$ cat src/rtl/issue_ctrl_if.sv
`default_nettype none
// ============================================================================
// Module   : issue_ctrl_if
// Brief    : Fetch/execute <-> issue controller signal bundle.
// Revision : 1.0 - initial release
// ============================================================================
interface issue_ctrl_if;
    logic        inst_valid;
    logic [31:0] inst;
    logic        br_resolve;
    logic        br_taken;
    logic        pc_en;
    logic        pc_load;
    logic        stall;
    logic        issue_valid;
    logic [31:0] issue_inst;
    logic        br_err;
    logic [15:0] stall_cnt;

    // Fetch/execute side.
    modport master (
        output inst_valid, inst, br_resolve, br_taken,
        input  pc_en, pc_load, stall, issue_valid, issue_inst, br_err, stall_cnt
    );

    // Issue controller side.
    modport slave (
        input  inst_valid, inst, br_resolve, br_taken,
        output pc_en, pc_load, stall, issue_valid, issue_inst, br_err, stall_cnt
    );
endinterface
`default_nettype wire

$ cat src/rtl/issue_ctrl.sv
`default_nettype none
// ============================================================================
// Module   : issue_ctrl
// Brief    : In-order issue controller with countdown scoreboard and branch
//            serialisation. Optional macro ISSUE_FWD_EN selects forwarding
//            latencies (ALU writers untracked, loads tracked for 2 cycles).
// Revision : 1.0 - initial release
// ============================================================================
module issue_ctrl #(
    parameter int ALU_LAT    = 3,
    parameter int LOAD_LAT   = 4,
    parameter int BR_TIMEOUT = 16
) (
    input  wire logic   clk,
    input  wire logic   rst,
    issue_ctrl_if.slave bus
);

    typedef enum logic [0:0] {
        ST_RUN     = 1'b0,
        ST_BR_WAIT = 1'b1
    } state_t;

    localparam logic [7:0] c_br_timeout = 8'(BR_TIMEOUT);

    state_t      state_q, state_d;
    logic [2:0]  cnt_q [64];
    logic [2:0]  cnt_d [64];
    logic [7:0]  tmo_q, tmo_d;
    logic        issue_valid_q, issue_valid_d;
    logic [31:0] issue_inst_q, issue_inst_d;
    logic        br_err_q, br_err_d;
    logic [15:0] stall_cnt_q, stall_cnt_d;

    logic [3:0]  w_op;
    logic [5:0]  w_rd, w_r1, w_r2;
    logic        w_is_br, w_is_load, w_writes;
    logic        w_hazard, w_issue;
    logic        w_set_en;
    logic [2:0]  w_set_val;
    logic        w_pc_en, w_pc_load, w_stall;
    logic [9:0]  w_unused_bits;

    assign w_op          = bus.inst[31:28];
    assign w_rd          = bus.inst[27:22];
    assign w_r1          = bus.inst[21:16];
    assign w_r2          = bus.inst[15:10];
    assign w_unused_bits = bus.inst[9:0];

    assign w_is_br   = (w_op == 4'b1000) || (w_op == 4'b1001) || (w_op == 4'b1011);
    assign w_is_load = (w_op == 4'b1110);
    assign w_writes  = !((w_op == 4'b0000) || (w_op == 4'b0011) || w_is_br);

`ifdef ISSUE_FWD_EN
    // Forwarding covers ALU results entirely; loads still need one bubble.
    assign w_set_en  = w_writes && w_is_load;
    assign w_set_val = 3'd2;
`else
    localparam logic [2:0] c_alu_lat  = 3'(ALU_LAT);
    localparam logic [2:0] c_load_lat = 3'(LOAD_LAT);
    assign w_set_en  = w_writes;
    assign w_set_val = w_is_load ? c_load_lat : c_alu_lat;
`endif

    // A count of 1 is written back this cycle and read write-first, so no hazard.
    assign w_hazard = bus.inst_valid && ((cnt_q[w_r1] > 3'd1) || (cnt_q[w_r2] > 3'd1));

    always_comb begin
        state_d       = state_q;
        tmo_d         = tmo_q;
        issue_valid_d = 1'b0;
        issue_inst_d  = 32'd0;
        br_err_d      = br_err_q;
        stall_cnt_d   = stall_cnt_q;
        w_pc_en       = 1'b0;
        w_pc_load     = 1'b0;
        w_stall       = 1'b0;
        w_issue       = 1'b0;
        case (state_q)
            ST_RUN: begin
                if (bus.inst_valid) begin
                    if (w_hazard) begin
                        w_stall     = 1'b1;
                        stall_cnt_d = (stall_cnt_q == 16'hFFFF) ? stall_cnt_q
                                                                : stall_cnt_q + 16'd1;
                    end else begin
                        w_issue       = 1'b1;
                        issue_valid_d = 1'b1;
                        issue_inst_d  = bus.inst;
                        if (w_is_br) begin
                            state_d = ST_BR_WAIT;
                            tmo_d   = c_br_timeout;
                        end else begin
                            w_pc_en = 1'b1;
                        end
                    end
                end
            end
            ST_BR_WAIT: begin
                if (bus.br_resolve) begin
                    w_pc_en   = 1'b1;
                    w_pc_load = bus.br_taken;
                    state_d   = ST_RUN;
                end else if (tmo_q <= 8'd1) begin
                    // Counter would hit zero this cycle: give up and fall through.
                    br_err_d = 1'b1;
                    w_pc_en  = 1'b1;
                    tmo_d    = 8'd0;
                    state_d  = ST_RUN;
                end else begin
                    tmo_d = tmo_q - 8'd1;
                end
            end
            default: state_d = ST_RUN;
        endcase
    end

    // Scoreboard: decrement every live counter; a new writer overrides.
    always_comb begin
        for (int i = 0; i < 64; i++) begin
            cnt_d[i] = (cnt_q[i] != 3'd0) ? cnt_q[i] - 3'd1 : 3'd0;
        end
        if (w_issue && w_set_en) begin
            cnt_d[w_rd] = w_set_val;
        end
    end

    always_ff @(posedge clk) begin
        if (rst) begin
            state_q       <= ST_RUN;
            tmo_q         <= 8'd0;
            issue_valid_q <= 1'b0;
            issue_inst_q  <= 32'd0;
            br_err_q      <= 1'b0;
            stall_cnt_q   <= 16'd0;
            for (int i = 0; i < 64; i++) begin
                cnt_q[i] <= 3'd0;
            end
        end else begin
            state_q       <= state_d;
            tmo_q         <= tmo_d;
            issue_valid_q <= issue_valid_d;
            issue_inst_q  <= issue_inst_d;
            br_err_q      <= br_err_d;
            stall_cnt_q   <= stall_cnt_d;
            for (int i = 0; i < 64; i++) begin
                cnt_q[i] <= cnt_d[i];
            end
        end
    end

    // PC controls are suppressed during reset so no update happens on that edge.
    assign bus.pc_en       = w_pc_en & ~rst;
    assign bus.pc_load     = w_pc_load & ~rst;
    assign bus.stall       = w_stall & ~rst;
    assign bus.issue_valid = issue_valid_q;
    assign bus.issue_inst  = issue_inst_q;
    assign bus.br_err      = br_err_q;
    assign bus.stall_cnt   = stall_cnt_q;

endmodule
`default_nettype wire

$ cat src/flat_wrapper.sv
// flat-port wrapper written by rule: the top's interface ports become plain ports
module issue_ctrl_flat 
#(
    parameter int ALU_LAT    = 3,
    parameter int LOAD_LAT   = 4,
    parameter int BR_TIMEOUT = 16
)
  (clk, rst, bus_inst_valid, bus_inst, bus_br_resolve, bus_br_taken, bus_pc_en, bus_pc_load, bus_stall, bus_issue_valid, bus_issue_inst, bus_br_err, bus_stall_cnt);
  issue_ctrl_if bus_i ();
  input  wire logic clk;
  input  wire logic rst;
  input wire logic [$bits(bus_i.inst_valid)-1:0] bus_inst_valid;
  input wire logic [$bits(bus_i.inst)-1:0] bus_inst;
  input wire logic [$bits(bus_i.br_resolve)-1:0] bus_br_resolve;
  input wire logic [$bits(bus_i.br_taken)-1:0] bus_br_taken;
  output wire logic [$bits(bus_i.pc_en)-1:0] bus_pc_en;
  output wire logic [$bits(bus_i.pc_load)-1:0] bus_pc_load;
  output wire logic [$bits(bus_i.stall)-1:0] bus_stall;
  output wire logic [$bits(bus_i.issue_valid)-1:0] bus_issue_valid;
  output wire logic [$bits(bus_i.issue_inst)-1:0] bus_issue_inst;
  output wire logic [$bits(bus_i.br_err)-1:0] bus_br_err;
  output wire logic [$bits(bus_i.stall_cnt)-1:0] bus_stall_cnt;
  assign bus_i.inst_valid = bus_inst_valid;
  assign bus_i.inst = bus_inst;
  assign bus_i.br_resolve = bus_br_resolve;
  assign bus_i.br_taken = bus_br_taken;
  assign bus_pc_en = bus_i.pc_en;
  assign bus_pc_load = bus_i.pc_load;
  assign bus_stall = bus_i.stall;
  assign bus_issue_valid = bus_i.issue_valid;
  assign bus_issue_inst = bus_i.issue_inst;
  assign bus_br_err = bus_i.br_err;
  assign bus_stall_cnt = bus_i.stall_cnt;
  issue_ctrl #(.ALU_LAT(ALU_LAT), .LOAD_LAT(LOAD_LAT), .BR_TIMEOUT(BR_TIMEOUT)) u_core (.clk(clk), .rst(rst), .bus(bus_i));
endmodule
$ cat config.mk
export PLATFORM = sky130hd
export DESIGN_NAME = issue_ctrl_flat
export DESIGN_NICKNAME = d
export VERILOG_FILES = /design/src/rtl/issue_ctrl_if.sv /design/src/rtl/issue_ctrl.sv /design/src/flat_wrapper.sv
export SDC_FILE = /design/constraint.sdc
export NUM_CORES = 1
export LEC_CHECK = 0
export CAP_MARGIN = 15
export CORE_MARGIN = 3
export CORE_UTILIZATION = 45
export CTS_CLUSTER_DIAMETER = 100
export DETAILED_ROUTE_END_ITERATION = 8
export GPL_TIMING_DRIVEN = 0
export PLACE_DENSITY = 0.72
export SETUP_SLACK_MARGIN = 0.02
export SLEW_MARGIN = 10
export SYNTH_ARGS = -nofsm -noshare
export SYNTH_HDL_FRONTEND = slang
export SYNTH_SLANG_ARGS = --single-unit
$ cat constraint.sdc
create_clock -name clk -period 10.5 [get_ports clk]
set_input_delay 2.1 -clock clk [delete_from_list [all_inputs] [get_ports clk]]
set_output_delay 2.1 -clock clk [all_outputs]
set_load 0.02 [all_outputs]
==> results.txt, run 1 <==
Adder-Cell Fraction of Synth Area: 0.113
layout cell share with drive strength beyond 1: 0.180
Clock Pin Slew Worst Setup and Hold Paths: 60 ps
Antenna Nets Post-Route: 0
CP Max Fanout: 10
post-route setup slack: 2370 ps
Util after Layout: 0.528
CP arrival: 6030 ps
Hold Path Origin: u_core.bus.br_err$_SDFFE_PP0P_
WHS Endpoint: u_core.bus.br_err$_SDFFE_PP0P_
number of diodes: 0
Cell Area, Synth: 14500 sq um
critical path class: in -> out
Sequential Power Share: 0.462
minimum clock period: 8130 ps
number of global-route vias before repair: 11.6k
f_max: 123 MHz
drt via density: 5.62
XOR/XNOR share of the synthesized area: 0
Resize count post-CTS: 0
max_cap viols: 0
pin count of the biggest net entering global routing: 14
Synth Area in Compound Gates: 0.0545
Reg2Reg Setup Slack: 7230 ps
first-pass GRT wire length: 60900 um
clk sinks: 251
PwrDens: 125 nW/um^2
CP top delay family: buffers and inverters
largest family of logic cells by synthesized area: simple AND/OR/NAND/NOR gates
dpl hpwl: 28600 um
Synthesized Nets: 1794
drt total wl: 39300 um
area grow syn2layout: 15.3%
Setup TNS Final: 0 ps
Post-synth EDFFs: 0
Max Buffers Root-to-Sink: 3
VDD IR-drop max: 0.000115 V
Setup Viol. Count Final: 0
mux share of post-synthesis cell area: 0.193
final max-slew violation count: 0
antenna violations before repair: 0
FF-to-FF path depth: 11
cts hold-fix bufs: 0
chip height: 186 um
GR Overflow Total: 0
gp weighted congestion: 0.917
routed len/inst: 18.2 um
worst r2r src: u_core.cnt_q[51][2]$_SDFF_PP0_
cell mode on critical path: buf_6
I/O Pins: 90
Critical Path End Type: output pin
Top FF cell, synth: dfxtp_1
Max stage delay on crit path: 640 ps
RSZ-0062 raised after global routing: false
worst skew pair latency: 550 ps
final hold vios: 0
aggregate global-route resource usage: 0.221
fill count: 2832
worst hold path depth: 2
Reg2Reg Capture Point: u_core.bus.issue_inst[16]$_SDFF_PP0_
drt first pass iters: 5
worst path cell trace: clkdlybuf4s50_1, buf_6, nor3_2, a21oi_1, mux4_2, mux4_2, a2bb2oi_2, and3_1, buf_6, buf_6, buf_2, a31oi_1, nor3_1, clkdlybuf4s50_1
CORE AREA: 31700 sq um
Async SR Flop Fraction: 0
Sw Ratio: 0.259
Vias: 12.1k
die width: 186 um
post-synthesis cell count: 1626
Hold Path Class: reg -> reg
dpl ws: 2440 ps
Worst Tran Pin Value: 1110 ps
flops & latches, synth: 251
DR iter-0 viols: 1007
leakage: 7.11 nW
Unique masters post-synth: 52
WP buf/inv: 6
Rel. slew slack: 0.256
# rows: 65
Synth area leaders: dfxtp_1, ha_1, mux2_2
nets@finish: 1908
clock root cell: clkbuf_16
Synth top area share: 0.346
die area: 34500 sq um
Yosys warnings: 0
CTS tree: built
final worst-path cycle share: 0.774
PortBufs: 79
Starting Density: 0.458
# DRC: 0
H-tree depth: 1
Setup Skew: 15.7 ps
run status: finished clean
dominant cell type by area after synthesis: dfxtp_1
average footprint of a synthesized cell: 8.93 sq um
Required @ worst endpoint: 8400 ps
Clock power frac: 0.439
startpoint types: input pin
sequential area share after synthesis: 0.346
Worst path slowest cell: clkdlybuf4s50_1
sw power: 0.542 mW
setup repair bufs after CTS: 0
Comb pwr share: 0.099
Pint: 1.55 mW
post-synthesis simple-gate area fraction: 0.225
TritonCTS buffer count: 27
## per-layer routing
layer	part of all wire	GRT usage	vias up	routed length, um
met5	0	0	-	0
met4	0.032	0.0712	0	1250
met3	0.085	0.0362	85	3340
met2	0.44	0.361	514	17500
met1	0.44	0.301	5793	17200
li1	-	-	5752	-
## Yosys cell counts (all sizes together), types with 2 or more instances
library cell and count:
a2111oi 2, dfxtp 251, or3 9, a311oi 4, o41ai 3, mux2 137, o311ai 3, nand3 16
and2 3, o31ai 4, nor3 98, mux4 23, a31oi 7, nor4 11, nor3b 8, nor2 80
o21ai 8, mux2i 71, nand2b 6, and4 4, and3b 2, nand4 62, clkbuf 71, inv 140
and3 38, buf 23, a21oi 93, o22ai 2, nand2 217, or4 5, or2 65, nor4b 5
ha 131, a211oi 3, nor2b 13
## state kept, by name, indices dropped and copies added (netlist names)
register and flops:
u_core.state_q 1, u_core.bus.br_err 1, u_core.bus.issue_inst 32, u_core.bus.stall_cnt 16, u_core.tmo_q 8, u_core.bus.issue_valid 1
u_core.cnt_q 192
## cell type report
| cell class | instances | area [sq um] | area share |
|---|---|---|---|
| buffer | 94 | 459 | 0.0274 |
| sequential | 251 | 5020 | 0.300 |
| clock inverter | 18 | 121 | 0.00725 |
| multi-input combinational | 1141 | 8530 | 0.510 |
| clock buffer | 31 | 721 | 0.0431 |
| inverter | 140 | 526 | 0.0314 |
| tap | 402 | 503 | 0.0301 |
| timing repair buffer | 85 | 851 | 0.0508 |
## cells in the final DEF, fill, tap and decap left out, types with 4 or more instances in the layout
cell             instances
a311oi_1                 4
clkdlybuf4s50_1         79
buf_2                    8
inv_1                  136
nor2b_1                 13
or2_2                   65
or4_1                    5
mux2i_1                 71
nor2_1                  80
buf_6                   11
or3_1                    9
nand4_4                  5
nand3_1                 16
mux4_2                  23
o21ai_0                  8
mux2_2                 127
nand2b_1                 6
a21oi_1                 93
a31oi_1                  7
mux2_4                  10
nor3_1                  96
and3_1                  38
buf_4                    5
nand4_1                 57
nor3b_1                  5
ha_1                   131
inv_2                    4
and4_1                   4
clkbuf_1                72
clkinv_2                15
nor4_1                  11
clkbuf_16               27
nand2_1                217
nor4b_1                  5
dfxtp_1                251
## metrics by stage
step | hold WS, ps | cells | instance area [sq um] | power, mW
2_1_floorplan | 453 | 1626 | 14500 | 1.11
3_3_place_gp | 453 | 2107 | 15800 | 1.18
3_5_place_dp | 461 | 2113 | 15900 | 1.19
4_1_cts | 475 | 2162 | 16700 | 2.10
5_1_grt | 523 | 2162 | 16700 | 2.15
6_report | 467 | 2162 | 16700 | 2.09
## power groups by stage
stage               Combinational [mW]  Clock [mW]  Sequential (mW)
floorplan                        0.112           0            0.994
global placement                 0.198           0            0.986
detailed placement               0.202           0            0.986
CTS                              0.204       0.931            0.965
global route                     0.219       0.965            0.966
finish                           0.207       0.916            0.965
## worst max path at each step
| stage | startpoint | end | cells past startpoint |
|---|---|---|---|
| floorplan | bus_inst[17] | bus_pc_en | 11 |
| global placement | bus_inst[16] | bus_pc_en | 14 |
| detailed placement | bus_inst[16] | bus_pc_en | 14 |
| CTS | bus_inst[16] | bus_pc_en | 14 |
| global route | bus_inst[16] | bus_pc_en | 14 |
| finish | bus_inst[16] | bus_pc_en | 14 |
## cells by family (layout without fill, tap and decap cells)
group           count (synthesis)  after routing
compound gates                135            135
fa+ha+maj                     131            131
buf+inv                       234            368
flops                         251            251
mux                           231            231
simple gates                  644            644
## tightest hold or removal path, stage by stage (launching register included)
cell	delay, ps
dfxtp_1	330
a31oi_1	40
nor2_1	60
Note: power is estimated with default switching activity, not from simulation.
==> inputs of run 2 (changes only) <==
--- a/config.mk
+++ b/config.mk
@@ -11,7 +11,7 @@
 export CTS_CLUSTER_DIAMETER = 100
 export DETAILED_ROUTE_END_ITERATION = 8
 export GPL_TIMING_DRIVEN = 0
-export PLACE_DENSITY = 0.72
+export PLACE_DENSITY = 0.75
 export SETUP_SLACK_MARGIN = 0.02
 export SLEW_MARGIN = 10
 export SYNTH_ARGS = -nofsm -noshare
==> constraint.sdc (replaced) <==
create_clock -name clk -period 7.4 [get_ports clk]
set_input_delay 1.48 -clock clk [delete_from_list [all_inputs] [get_ports clk]]
set_output_delay 1.48 -clock clk [all_outputs]
set_load 0.02 [all_outputs]
==> run 2 against run 1 <==
Utilization rose by 0.055 points. Final cell count fell by 0.23%. Die area stayed put. Clock power rose by 47%. Count of clock-buffer cells in the layout grew 9. Combinational power is 43% higher. First-iteration DRC count rose by 7.5%. Power is 44% higher. Sequential share of layout area about the same. Worst setup slack got worse by 2000 ps. Worst hold slack gained 11 ps. Register-to-register slack got worse by 3200 ps. Highest routed layer is now met5.
==> results.txt, run 2 (synthesis gave the netlist of run 1 again) <==
run status: finished clean
Resize count post-CTS: 0
Antenna Nets Post-Route: 0
Worst Tran Pin Value: 1270 ps
nets@finish: 1906
leakage: 7.10 nW
number of global-route vias before repair: 11.9k
CP arrival: 5500 ps
Hold Path Class: reg -> reg
VDD IR-drop max: 0.000157 V
TritonCTS buffer count: 27
max_cap viols: 0
CP Max Fanout: 10
Required @ worst endpoint: 5920 ps
Rel. slew slack: 0.148
antenna violations before repair: 2
die area: 34500 sq um
pin count of the biggest net entering global routing: 14
dpl ws: 529 ps
chip height: 186 um
# rows: 65
PortBufs: 79
PwrDens: 180 nW/um^2
worst skew pair latency: 550 ps
number of diodes: 0
aggregate global-route resource usage: 0.226
clock root cell: clkbuf_16
drt via density: 5.76
Worst path slowest cell: clkdlybuf4s50_1
Max Buffers Root-to-Sink: 3
routed len/inst: 18.5 um
dpl hpwl: 29000 um
drt first pass iters: 6
WP buf/inv: 6
Vias: 12.4k
CP top delay family: buffers and inverters
RSZ-0062 raised after global routing: false
CTS tree: built
worst path cell trace: clkdlybuf4s50_1, clkbuf_1, a211oi_1, a2111oi_0, nor4b_1, a311oi_1, and3_1, buf_6, buf_6, buf_2, a31oi_1, nor3_1, clkdlybuf4s50_1
DR iter-0 viols: 1083
Hold WS: 478 ps
clk sinks: 251
Critical Path End Type: output pin
CORE AREA: 31700 sq um
final worst-path cycle share: 0.943
f_max: 143 MHz
Setup Viol. Count Final: 0
layout cell share with drive strength beyond 1: 0.175
Setup TNS Final: 0 ps
Starting Density: 0.458
most common cell after layout, fill and taps aside: dfxtp_1
critical path class: in -> out
first-pass GRT wire length: 62400 um
I/O Pins: 90
Setup Skew: 11.1 ps
Top reg by flops: u_core.cnt_q
Clock Pin Slew Worst Setup and Hold Paths: 60 ps
minimum clock period: 6980 ps
gp weighted congestion: 0.939
max FFs per register: 192
die width: 186 um
final hold vios: 0
cts hold-fix bufs: 0
GR Overflow Total: 0
# DRC: 0
final max-slew violation count: 0
post-route setup slack: 423 ps
area grow syn2layout: 15.4%
startpoint types: input pin
Max stage delay on crit path: 640 ps
drt total wl: 39900 um
H-tree depth: 1
setup repair bufs after CTS: 0
most frequent cells in the layout: dfxtp_1, nand2_1, inv_1
## run 2: cell count changes in the layout (fill, tap and decap cells not counted), moves of 2 or more
cell,previous run,this run
clkinv_2,15,3
clkbuf_1,72,77
clkbuf_8,3,7
buf_6,11,9
## run 2: worst paths after layout
check                                                     from                                   end  slack (ps)  depth (start not counted)
worst max-delay path                              bus_inst[12]                             bus_pc_en         420                         13
worst max register to register  u_core.cnt_q[23][2]$_SDFF_PP0_  u_core.bus.issue_inst[16]$_SDFF_PP0_        4070                         11
worst min register to register  u_core.bus.br_err$_SDFFE_PP0P_        u_core.bus.br_err$_SDFFE_PP0P_         480                          2
worst min-delay path            u_core.bus.br_err$_SDFFE_PP0P_        u_core.bus.br_err$_SDFFE_PP0P_         480                          2
## run 2: power breakdown
part           switching, mW  internal (mW)  leakage (nW)
combinational          0.198         0.0988          4.64
sequential           0.00595           1.36          2.02
clock                  0.544          0.805         0.435
## run 2: area by class of cell
type,instances,area [sq um]
fill,2819,15000
sequential,251,5020
timing repair buffer,83,828
clock inverter,6,83.8
buffer,94,459
inverter,140,526
multi-input combinational,1141,8530
clock buffer,40,795
tap,402,503
## run 2: worst reg2reg max path: cells and delay by family, from the launching register on
| family | cells | cell delay (ps) |
|---|---|---|
| AOI/OAI and AO/OA | 2 | 270 |
| buffers and inverters | 4 | 840 |
| DFF | 1 | 330 |
| muxes | 2 | 990 |
| and+or+nand+nor | 3 | 800 |
## run 2: metrics by stage
stage / instances / utilization / total power, mW / cell area (sq um)
2_1_floorplan: 1626 / - / 1.57 / 14500
4_1_cts: 2157 / 0.528 / 3.03 / 16800
5_1_grt: 2157 / 0.528 / 3.11 / 16800
3_3_place_gp: 2107 / 0.499 / 1.68 / 15800
3_5_place_dp: 2111 / 0.501 / 1.69 / 15900
6_report: 2157 / 0.528 / 3.02 / 16800
## run 2: routing by layer
layer,part of all wire,GRT usage,routed length [um],vias up
li1,-,-,-,5773
met1,0.42,0.297,16600,5931
met2,0.45,0.366,17800,583
met3,0.099,0.0491,3930,129
met4,0.039,0.0858,1550,4
met5,0.00070,0,28,-
==> inputs of run 3 (changes only) <==
--- a/config.mk
+++ b/config.mk
@@ -11,7 +11,7 @@
 export CTS_CLUSTER_DIAMETER = 100
 export DETAILED_ROUTE_END_ITERATION = 8
 export GPL_TIMING_DRIVEN = 0
-export PLACE_DENSITY = 0.75
+export PLACE_DENSITY = 0.72
 export SETUP_SLACK_MARGIN = 0.02
 export SLEW_MARGIN = 10
 export SYNTH_ARGS = -nofsm -noshare
==> constraint.sdc (replaced) <==
create_clock -name clk -period 8.6 [get_ports clk]
set_input_delay 1.72 -clock clk [delete_from_list [all_inputs] [get_ports clk]]
set_output_delay 1.72 -clock clk [all_outputs]
set_load 0.02 [all_outputs]
==> results of run 3 <==
Same layout as run 1 (identical final DEF). Status: finished clean.
Main changes from that run: setup slack after placement 2440 ps -> 1300 ps; setup slack after layout 2370 ps -> 1230 ps; register-to-register setup slack 7230 ps -> 5330 ps; total power 2.09 mW -> 2.55 mW; worst IR drop on VDD 0.000115 V -> 0.000140 V
